## src/rtl/uart_tx_arbiter_pkg.sv

```systemverilog
// uart_defs: shared types and defaults for the UART transmit path
package uart_defs;
  typedef enum logic {ARB_IDLE, ARB_LOCKED} ArbState_t;
  localparam int DEF_TIMEOUT_CYCLES = 1024;
endpackage

```

## src/rtl/uart_rr_arbiter.sv

```systemverilog
// uart_rr_arbiter: combinational rotating-priority picker; search starts at ptr and wraps
module uart_rr_arbiter #(
  parameter int N = 4,
  localparam int IW = $clog2(N)
) (
  input  logic [N-1:0]  req,
  input  logic [IW-1:0] ptr,
  output logic [N-1:0]  grant,
  output logic [IW-1:0] idx,
  output logic          any
);
  logic [IW-1:0] j;
  always_comb begin
    idx = '0;
    j = '0;
    for (int k = N - 1; k >= 0; k--) begin
      j = IW'((int'(ptr) + k) % N);
      if (req[j]) idx = j;
    end
    any = |req;
    grant = any ? N'(1) << idx : '0;
  end
endmodule

```

## src/rtl/uart_tx_arbiter.sv

```systemverilog
// uart_tx_arbiter: round-robin, packet-locked sharing of the UART transmit byte interface
module uart_tx_arbiter
  import uart_defs::*;
#(
  parameter int N_REQ = 4,
  parameter int DATA_W = 9,
  parameter int TIMEOUT_W = 16,
  parameter int TIMEOUT_CYCLES = DEF_TIMEOUT_CYCLES,
  localparam int IW = $clog2(N_REQ)
) (
  input  logic                      clk,
  input  logic                      rst_n,
  input  logic                      enable_i,
  input  logic [N_REQ-1:0]          req_valid_i,
  input  logic [N_REQ*DATA_W-1:0]   req_data_i,
  input  logic [N_REQ-1:0]          req_last_i,
  output logic [N_REQ-1:0]          req_ready_o,
  output logic [DATA_W-1:0]         tx_d_o,
  output logic                      tx_d_valid_o,
  input  logic                      tx_d_ready_i,
  output logic [N_REQ-1:0]          grant_o,
  output logic [IW-1:0]             grant_id_o,
  output logic                      busy_o,
  output logic                      timeout_o,
  output logic [IW-1:0]             timeout_id_o
);
  ArbState_t state, state_n;
  logic [IW-1:0] ptr, pick_idx, nxt_id;
  logic [N_REQ-1:0] pick_grant;
  logic pick_any, locked, owner_valid, hs, done, stall_to;
  logic [TIMEOUT_W-1:0] stall_cnt;

  uart_rr_arbiter #(.N(N_REQ)) u_rr (
    .req(req_valid_i),
    .ptr(ptr),
    .grant(pick_grant),
    .idx(pick_idx),
    .any(pick_any)
  );

  always_comb begin
    locked = state == ARB_LOCKED;
    owner_valid = req_valid_i[grant_id_o];
    hs = locked && owner_valid && tx_d_ready_i;
    done = hs && req_last_i[grant_id_o];
    stall_to = locked && !owner_valid && TIMEOUT_CYCLES != 0 &&
               stall_cnt == TIMEOUT_W'(TIMEOUT_CYCLES - 1);
    nxt_id = grant_id_o == IW'(N_REQ - 1) ? '0 : grant_id_o + 1'b1;
    tx_d_o = locked ? req_data_i[grant_id_o*DATA_W +: DATA_W] : '0;
    tx_d_valid_o = locked && owner_valid;
    req_ready_o = (locked && tx_d_ready_i) ? N_REQ'(1) << grant_id_o : '0;
    state_n = locked ? ((done || stall_to) ? ARB_IDLE : ARB_LOCKED)
                     : ((enable_i && pick_any) ? ARB_LOCKED : ARB_IDLE);
  end

  // only owner starvation counts toward the timeout; backpressure holds the count
  always_ff @(posedge clk or negedge rst_n) begin
    if (!rst_n) begin
      state <= ARB_IDLE;
      ptr <= '0;
      stall_cnt <= '0;
      grant_o <= '0;
      grant_id_o <= '0;
      busy_o <= 1'b0;
      timeout_o <= 1'b0;
      timeout_id_o <= '0;
    end else begin
      state <= state_n;
      timeout_o <= stall_to;
      if (!locked && state_n == ARB_LOCKED) begin
        grant_o <= pick_grant;
        grant_id_o <= pick_idx;
        busy_o <= 1'b1;
        stall_cnt <= '0;
      end else if (locked && state_n == ARB_IDLE) begin
        grant_o <= '0;
        busy_o <= 1'b0;
        ptr <= nxt_id;
        if (stall_to) timeout_id_o <= grant_id_o;
      end else if (locked) begin
        stall_cnt <= hs ? '0 : (!owner_valid && stall_cnt != '1) ? stall_cnt + 1'b1 : stall_cnt;
      end
    end
  end
endmodule

```

## config.mk

```make
export PLATFORM = sky130hd
export DESIGN_NAME = uart_tx_arbiter
export DESIGN_NICKNAME = d
export VERILOG_FILES = /design/src/rtl/uart_tx_arbiter_pkg.sv /design/src/rtl/uart_rr_arbiter.sv /design/src/rtl/uart_tx_arbiter.sv
export SDC_FILE = /design/constraint.sdc
export NUM_CORES = 1
export LEC_CHECK = 0
export ABC_AREA = 1
export BUFFER_PORTS_ARGS = -buffer_cell sky130_fd_sc_hd__buf_2
export CORE_MARGIN = 5
export CORE_UTILIZATION = 48
export CTS_CLUSTER_SIZE = 24
export DETAILED_ROUTE_END_ITERATION = 10
export GPL_TIMING_DRIVEN = 0
export PLACE_DENSITY = 0.86
export SYNTH_ARGS = -nofsm -noshare
export SYNTH_HDL_FRONTEND = slang
export SYNTH_SLANG_ARGS = --single-unit
```

## constraint.sdc

```tcl
create_clock -name clk -period 3.3 [get_ports clk]
set_input_delay 0.66 -clock clk [delete_from_list [all_inputs] [get_ports clk]]
set_output_delay 0.66 -clock clk [all_outputs]
set_load 0.02 [all_outputs]
```

==> results.md, run 1 <==
- The run finished with clean final reports.
- The post-CTS setup repair buffer count is 0.
- In the routed design, unresolved DRC markers number 0.
- At the pin with the least slew margin, the transition time is 635 ps.
- IR analysis of the VDD net gives a maximum drop of 0.411 mV.
- In this run the critical register-to-register path is captured at stall_cnt[8]$_DFFE_PN0P_.
- The worst setup skew after layout is 3.61 ps.
- After Yosys synthesis, and, or, nand and nor cells account for 45.4% of the synthesized area.
- The number of distinct library cells after synthesis is 29.
- Counting the buffers created by CTS gives 5.
- Across every metal layer, demand over resource in global routing totals 20.2%.
- The depth of the worst register-to-register path is 11.
- After synthesis, the mean cell area works out to 6.17 sq um.
- The commonest register cell after synthesis is sky130_fd_sc_hd__dfrtp_1.
- Clock tree synthesis selected as its root buffer the cell sky130_fd_sc_hd__clkbuf_8.
- In the final routed layout, each cell accounts on average for 11.8 um.
- The congestion estimate from routability-driven global placement came to 0.881.
- The number of global-route vias before repair came to 2,386.
- Grouping stages by cell kind, the critical path spends the most delay in buffers and inverters.
- The detail route stage leaves a number of antenna-violating nets equal to 0.
- Counting both buffers and inverters, the worst setup path holds a total of 3.
- The longest individual stage delay on the worst path is 490 ps.
- The post-cts repair resize count is 0.
- Of all flip-flops after synthesis, the portion carrying an async set or reset was 100%.
- The maximum fanout along the worst path is 10.
- The first TritonRoute pass finished after 4 iterations.
- The first-pass GRT wire length is 10,300 um.
- The TritonCTS clock tree is yes.
- The normalized max-slew margin is 57.7%.
- The library cell used most frequently in the layout, excluding fill and tap cells, is sky130_fd_sc_hd__nand2_1.
- After synthesis, flip-flops and latches occupy 31.2% of the total area.
- The share of the synthesized area in compound gates (AO/OA/AOI/OAI) is 9.69%.
- The vertical die dimension is 79.6 um.
- The number of failing hold endpoints at the final stage is 0.
- The area of the mapped netlist is 2320 sq um.
- The min-delay analysis places its worst path in the category in -> async.
- The CTS sink count is 29.
- The later pin in the worst-skew pair is clocked with a latency of 280 ps.
- The register-to-register setup slack is 1430 ps.
- After the first detailed-routing iteration, the DRC count stood at 86.
- The vias after detailed routing is 2,578.
- The cell type of the slowest stage on the worst timing path is sky130_fd_sc_hd__dfrtp_1.
- The signal arrival time at the worst endpoint is 1890 ps.
- Setup repair after global routing left no endpoint under its margin.
- In this run the tool buffered the top-level ports with 71 buffer cells.
- The overall die width is 79.6 um.
- The critical path startpoint category is a flop.
- The clock-pin slew of the registers on the worst-case setup and hold paths is 60 ps.
- The synthesized netlist devotes 2.69% of its cell area to adder and majority cells.
- The startpoint of the worst-slack reg-to-reg timing path is stall_cnt[0]$_DFFE_PN0P_.
- In the finished design, the share of the clock period the worst path needs comes to 77.3%.
- The number of flip-flops and latches in the synthesized netlist is 29.
- The initial antenna violation count is 0.
- The overall die area is 6340 sq um.
- The buffer levels on the longest clock path is 2.
- The depth of the CTS H-tree is 2.
- For this configuration, the core starts out at a cell density of 49.2%.
- After Yosys synthesis, XOR and XNOR cells account for 3.01% of the synthesized area.
- The worst setup path is of the reg -> out kind.
- The placed instances occupy a cell area of 2760 sq um.
- The reported max-cap violation count is 0.
- The number of top-level pins is 72.
- The multiplexer share of the synthesized area is 0%.
- After technology mapping, the gate count stands at 377.
- The fmax is 392 MHz.
- The number of hold buffers added after CTS was 0.
- The post-synthesis net count is 430.
- The post-layout minimum cycle time is 2550 ps.
- In the layout the commonest cells are 121 x sky130_fd_sc_hd__nand2_1, 80 x sky130_fd_sc_hd__nor2_1, 75 x sky130_fd_sc_hd__buf_2.
- The layout cell share with drive strength beyond 1 is 21.9%.
- In the routed layout, each cell is associated on average with a via count of 4.93.
- The signal on the critical path passes through buf_2 > buf_2 > nor2_1 > nor2_1 > o21ai_0 > a21oi_1 > buf_2.
- The pre-CTS setup slack is 1060 ps.
- In this run the static leakage power is 1.61 nW.
- During synthesis, Yosys emitted a total of 0 warnings.
- Relative to the synthesized area, the layout overhead comes to 23.3%.
- The number of flops mapped to enable cells by yosys is 0.
- Setup violations remaining at the end of the flow were counted as 0.
- The main combinational cell family by area after synthesis is simple AND/OR/NAND/NOR gates.
- The number of pins with negative max-slew slack in the final report is 0.
- The floorplan has 25 rows.
- The library cell appearing most often on the critical path is sky130_fd_sc_hd__buf_2.
- After legalization and detailed placement, the total HPWL measured 4860 um.
- Summed over all layers, the global routing overflow is 0.
- The maximum number of pins on one net before global-route repair is 30.
- After routing, the total negative slack on setup checks comes to 0 ps.
- In the final design database the tool counted 508 nets.
- The element type at the critical path end is an output pin.
- The total routed wirelength is 6190 um.
- The required arrival time at the worst endpoint is 2640 ps.
- The core region area is 4720 sq um.
- The finished cells cover 2870 sq um.
- The total power per unit cell area is 814 nW/um^2.
- The final antenna diode count is 0.
- The worst-case setup margin in the final layout is 748 ps.
[cell type report]
cell class | instances | area, sq um
Sequential cell | 29 | 726
Tap cell | 67 | 83.8
Multi-Input combinational cell | 304 | 1410
Inverter | 33 | 124
Clock buffer | 7 | 96.3
Timing Repair Buffer | 71 | 355
Clock inverter | 1 | 5.00
Buffer | 11 | 61.3
Fill cell | 465 | 1860
[worst register-to-register path, stage by stage (launching register included)]
cell and delay (ps):
sky130_fd_sc_hd__dfrtp_1 410, sky130_fd_sc_hd__ha_1 230, sky130_fd_sc_hd__nand3_1 130, sky130_fd_sc_hd__inv_2 70, sky130_fd_sc_hd__nand2_1 110, sky130_fd_sc_hd__clkinv_1 100
sky130_fd_sc_hd__nand4_2 160, sky130_fd_sc_hd__nand3_2 160, sky130_fd_sc_hd__nor2_8 160, sky130_fd_sc_hd__buf_6 160, sky130_fd_sc_hd__nand2_1 60, sky130_fd_sc_hd__nand2_1 60
[registers in the layout, indices dropped and copies added, names as in the netlist]
register and cells:
stall_cnt 16, ptr 2, locked 1, grant_o 4
timeout_id_o 2, timeout_o 1, grant_id_o 2, busy_o 1
[Yosys cell counts, types with 3 or more instances]
library cell | count | area, sq um
sky130_fd_sc_hd__a21oi_1 | 11 | 55.1
sky130_fd_sc_hd__buf_2 | 4 | 20.0
sky130_fd_sc_hd__clkbuf_1 | 5 | 18.8
sky130_fd_sc_hd__dfrtp_1 | 29 | 726
sky130_fd_sc_hd__ha_1 | 5 | 62.6
sky130_fd_sc_hd__inv_1 | 27 | 101
sky130_fd_sc_hd__inv_2 | 4 | 15.0
sky130_fd_sc_hd__nand2_1 | 121 | 454
sky130_fd_sc_hd__nand2_2 | 3 | 18.8
sky130_fd_sc_hd__nand3_1 | 26 | 130
sky130_fd_sc_hd__nand3_2 | 4 | 40.0
sky130_fd_sc_hd__nand4_1 | 3 | 18.8
sky130_fd_sc_hd__nor2_1 | 80 | 300
sky130_fd_sc_hd__nor3_1 | 3 | 15.0
sky130_fd_sc_hd__o21ai_0 | 26 | 130
sky130_fd_sc_hd__o21ai_1 | 5 | 25.0
sky130_fd_sc_hd__xnor2_1 | 5 | 43.8
sky130_fd_sc_hd__xor2_1 | 3 | 26.3
[kinds of logic after synthesis]
group | after synthesis
buffers and inverters | 44
adder cells (fa/ha/maj) | 5
flip-flops | 29
AND/OR/NAND/NOR | 247
XOR/XNOR | 8
AO/OA/AOI/OAI | 44
[where the power goes]
part | internal (W) | switching [W]
logic | 0.000502 | 0.00100
registers | 0.000431 | 0.0000764
clock network | 0.000188 | 0.000135
[through the flow]
step                      cells  hold slack, ps  power, W  utilization, %
after floorplan             377             364   0.00161               -
after global placement      515             463   0.00198            58.5
after detailed placement    515             468   0.00202            58.5
after CTS                   523             415   0.00235            60.7
after global routing        523             445   0.00256            60.7
final                       523             395   0.00233            60.7
[layer usage]
layer	track usage [%]	wire (um)	part of all wire (%)
met4	8.59	97	1.6
met1	24.2	2710	44
met2	34.6	3050	49
met3	4.18	336	5.4
met5	0	0	0
[how the worst max path moves through the flow]
stage / cells past startpoint / start / to / slack, ps
2_1_floorplan: 6 / grant_id_o[0]$_DFFE_PN0P_ / tx_d_o[7] / 1090
3_3_place_gp: 7 / grant_id_o[0]$_DFFE_PN0P_ / tx_d_o[2] / 1090
3_5_place_dp: 6 / grant_id_o[0]$_DFFE_PN0P_ / req_ready_o[0] / 1060
4_1_cts: 6 / grant_id_o[0]$_DFFE_PN0P_ / req_ready_o[0] / 750
5_1_grt: 7 / grant_id_o[0]$_DFFE_PN0P_ / tx_d_o[5] / 620
6_report: 7 / grant_id_o[0]$_DFFE_PN0P_ / tx_d_o[2] / 750
Power figures use the tool's default switching activity.
==> inputs of run 2 (changes only) <==
--- a/config.mk
+++ b/config.mk
@@ -8,11 +8,11 @@
 export ABC_AREA = 1
 export BUFFER_PORTS_ARGS = -buffer_cell sky130_fd_sc_hd__buf_2
 export CORE_MARGIN = 5
-export CORE_UTILIZATION = 48
+export CORE_UTILIZATION = 47
 export CTS_CLUSTER_SIZE = 24
 export DETAILED_ROUTE_END_ITERATION = 10
 export GPL_TIMING_DRIVEN = 0
-export PLACE_DENSITY = 0.86
+export PLACE_DENSITY = 0.87
 export SYNTH_ARGS = -nofsm -noshare
 export SYNTH_HDL_FRONTEND = slang
 export SYNTH_SLANG_ARGS = --single-unit
==> constraint.sdc (replaced) <==
create_clock -name clk -period 2.22 [get_ports clk]
set_input_delay 0.444 -clock clk [delete_from_list [all_inputs] [get_ports clk]]
set_output_delay 0.444 -clock clk [all_outputs]
set_load 0.02 [all_outputs]
==> run 2 against run 1 <==
Non-clock buffer count decreased by 1. First-iteration DRC count increased by 150%. Clock-buffer cell count decreased by 2. Via count increased by 3.3%. Wire length increased by 3.7%. Hold slack got worse by 210 ps. Flip-flop and latch count unchanged. Utilization increased by 0.36 points. Largest cell class unchanged.
==> results.md, run 2 (synthesized netlist as in run 1, its figures left out) <==
- The run finished with clean final reports.
- The maximum fanout along the worst path is 11.
- The detailed-route vias per instance is 5.10.
- For this run, the total global-route usage over all layers was measured as 21.1%.
- The worst setup path startpoint is grant_id_o[1]$_DFFE_PN0P_.
- The post-layout minimum cycle time is 2110 ps.
- Summed over all nets, the switching power comes to 0.00182 W.
- The min-delay analysis places its worst path in the category in -> async.
- In this run switching power makes up 49.7% of total power.
- The buffer levels on the longest clock path is 2.
- The core utilization of the finished layout is 61.0%.
- The depth of the CTS H-tree is 2.
- The worst register-to-register path begins at stall_cnt[0]$_DFFE_PN0P_.
- The number of antenna diodes in the final layout is 0.
- The maximum number of pins on one net before global-route repair is 30.
- The effective utilization at floorplan is 48.9%.
- The number of pins with negative max-slew slack in the final report was 0.
- The number of setup buffers added after CTS is 0.
- The setup path with the least slack is of type reg -> out.
- The register with the most flip-flops in the layout has 16 of them.
- The total congestion overflow after global routing is 0.
- The most common cell after layout, fill and taps aside is sky130_fd_sc_hd__nand2_1.
- The internal power is 0.00184 W.
- The library cells used most frequently in the layout, excluding fill and tap cells, are 121 x sky130_fd_sc_hd__nand2_1, 80 x sky130_fd_sc_hd__nor2_1, 73 x sky130_fd_sc_hd__buf_2.
- For this design the ratio of total power to cell area is 1260 nW/um^2.
- In this run the vertical extent of the chip is 80.3 um.
- The largest registers in the layout are stall_cnt: 16 flops, grant_o: 4 flops.
- The critical path startpoint category is a flop.
- The layout overhead on the synthesized area is 24.8%.
- In this run, flip-flops and latches consume 20.9% of the power.
- The first-pass iteration count of the detailed router is 5.
- STA classifies the critical path endpoint as an output pin.
- Summed over all nets, the half-perimeter wirelength after detailed placement is 4940 um.
- The number of failing setup endpoints in the final timing report is 0.
- At the pin with the least slew margin, the transition time is 626 ps.
- Setup repair after global routing left no endpoint under its margin.
- The first global-routing pass estimated 11,100 um of wire.
- The cell leakage power is 1.63 nW.
- The final net count is 507.
- The final critical path takes up 95.2% of the cycle.
- Across the VDD grid, the largest voltage drop is 0.780 mV.
- The core region area is 4750 sq um.
- Once detail routing completed, the nets flagged for antenna violations numbered 0.
- The number of clock buffers inserted by TritonCTS is 5.
- The signal arrival time at the worst endpoint is 1670 ps.
- Ranked by flip-flop count, first place goes to stall_cnt.
- The clock net in this run drives a total of 29 sinks.
- The count of buffers added on input and output ports is 71.
- At the worst endpoint, the required time is 1780 ps.
- The starting DRC count in detailed routing is 212.
- The layout cell share with drive strength beyond 1 is 22.9%.
- In this run the horizontal extent of the chip is 80.3 um.
- The congestion estimate from routability-driven global placement came to 0.897.
- The share of power burned in combinational logic is 61.5%.
- The cell row count is 25.
- The power share of the clock group is 17.7%.
- The total routed wirelength is 6420 um.
- The vias after detailed routing is 2,663.
- The TritonCTS clock tree is yes.
- The fmax is 473 MHz.
- The overall die area is 6450 sq um.
- The worst setup skew after layout is 3.33 ps.
- Setup total negative slack on the finished layout was measured at 0 ps.
- At the later pin of the worst-skew pair, clock insertion delay measures 280 ps.
- The number of failing hold endpoints at the final stage came to 0.
- The initial antenna violation count is 0.
- The normalized max-slew margin is 58.3%.
- The final routed DRC violation total is 0.
- The routed wire length per instance is 12.3 um.
- The clock-pin slew of the registers on the worst-case setup and hold paths is 60 ps.
- The number of global-route vias before repair is 2,572.
- The tree is rooted in a sky130_fd_sc_hd__clkbuf_8.
- The tool flagged a number of max-cap violations equal to 0.
- In this run the count of I/O pins placed on the die edge is 72.
==> run 2: cell types whose count changed in the layout (fill, tap and decap cells not counted) <==
cell	previous run	this run
sky130_fd_sc_hd__buf_2	75	73
sky130_fd_sc_hd__bufinv_16	0	2
sky130_fd_sc_hd__clkbuf_1	5	2
sky130_fd_sc_hd__clkbuf_2	0	3
sky130_fd_sc_hd__clkbuf_4	0	1
sky130_fd_sc_hd__clkbuf_8	7	5
sky130_fd_sc_hd__dfrtp_1	29	27
sky130_fd_sc_hd__dfrtp_2	0	2
==> run 2: final timing paths <==
kind | end | slack, ps | depth (start not counted)
max in group asynchronous | grant_id_o[1]$_DFFE_PN0P_ | 1600 | 1
max | req_ready_o[0] | 110 | 6
max reg2reg | stall_cnt[1]$_DFFE_PN0P_ | 300 | 12
min in group clk | grant_o[1]$_DFFE_PN0P_ | 480 | 2
min | timeout_o$_DFF_PN0_ | 180 | 1
min reg2reg | grant_o[1]$_DFFE_PN0P_ | 480 | 2
==> run 2: metal layers <==
metal	global-route usage [%]	routed length (um)	part of all wire [%]
met1	24.8	2690	42
met2	39.0	3200	50
met3	4.48	487	7.6
met4	4.22	31	0.48
met5	0	0	0
==> run 2: what timing repair did <==
action                     4_1_cts  5_1_grt
gates resized for setup          3        4
setup endpoints to repair       12       10
hold buffers                     0        0
==> run 2: stage by stage <==
step	total power [W]	hold WS [ps]	setup WS [ps]	instances	instance area, sq um
2_1_floorplan	0.00239	148	222	377	2320
3_3_place_gp	0.00294	461	203	515	2760
3_5_place_dp	0.00301	468	179	515	2760
4_1_cts	0.00367	194	51.5	522	2900
5_1_grt	0.00399	229	12.3	522	2900
6_report	0.00366	181	106	522	2900
==> run 2: worst max-delay path, cell delays in order, from the launching register on <==
cell                       delay (ps)
sky130_fd_sc_hd__dfrtp_2          450
sky130_fd_sc_hd__inv_1            160
sky130_fd_sc_hd__clkbuf_2         280
sky130_fd_sc_hd__ha_1             190
sky130_fd_sc_hd__inv_1             30
sky130_fd_sc_hd__nor2_1           110
sky130_fd_sc_hd__buf_2            180
==> run 2: power by group through the flow <==
stage | clock (W) | sequential [W] | combinational (W)
6_report | 0.000647 | 0.000763 | 0.00225
5_1_grt | 0.000688 | 0.000780 | 0.00252
4_1_cts | 0.000661 | 0.000758 | 0.00225
3_5_place_dp | 0 | 0.000763 | 0.00225
3_3_place_gp | 0 | 0.000757 | 0.00219
2_1_floorplan | 0 | 0.000800 | 0.00159
==> run 2: cell type report <==
class / instances / area, sq um
Fill cell: 425 / 1850
Multi-Input combinational cell: 304 / 1410
Tap cell: 67 / 83.8
Sequential cell: 29 / 728
Clock buffer: 5 / 68.8
Buffer: 10 / 62.6
Clock inverter: 3 / 65.1
Inverter: 33 / 124
Timing Repair Buffer: 71 / 355
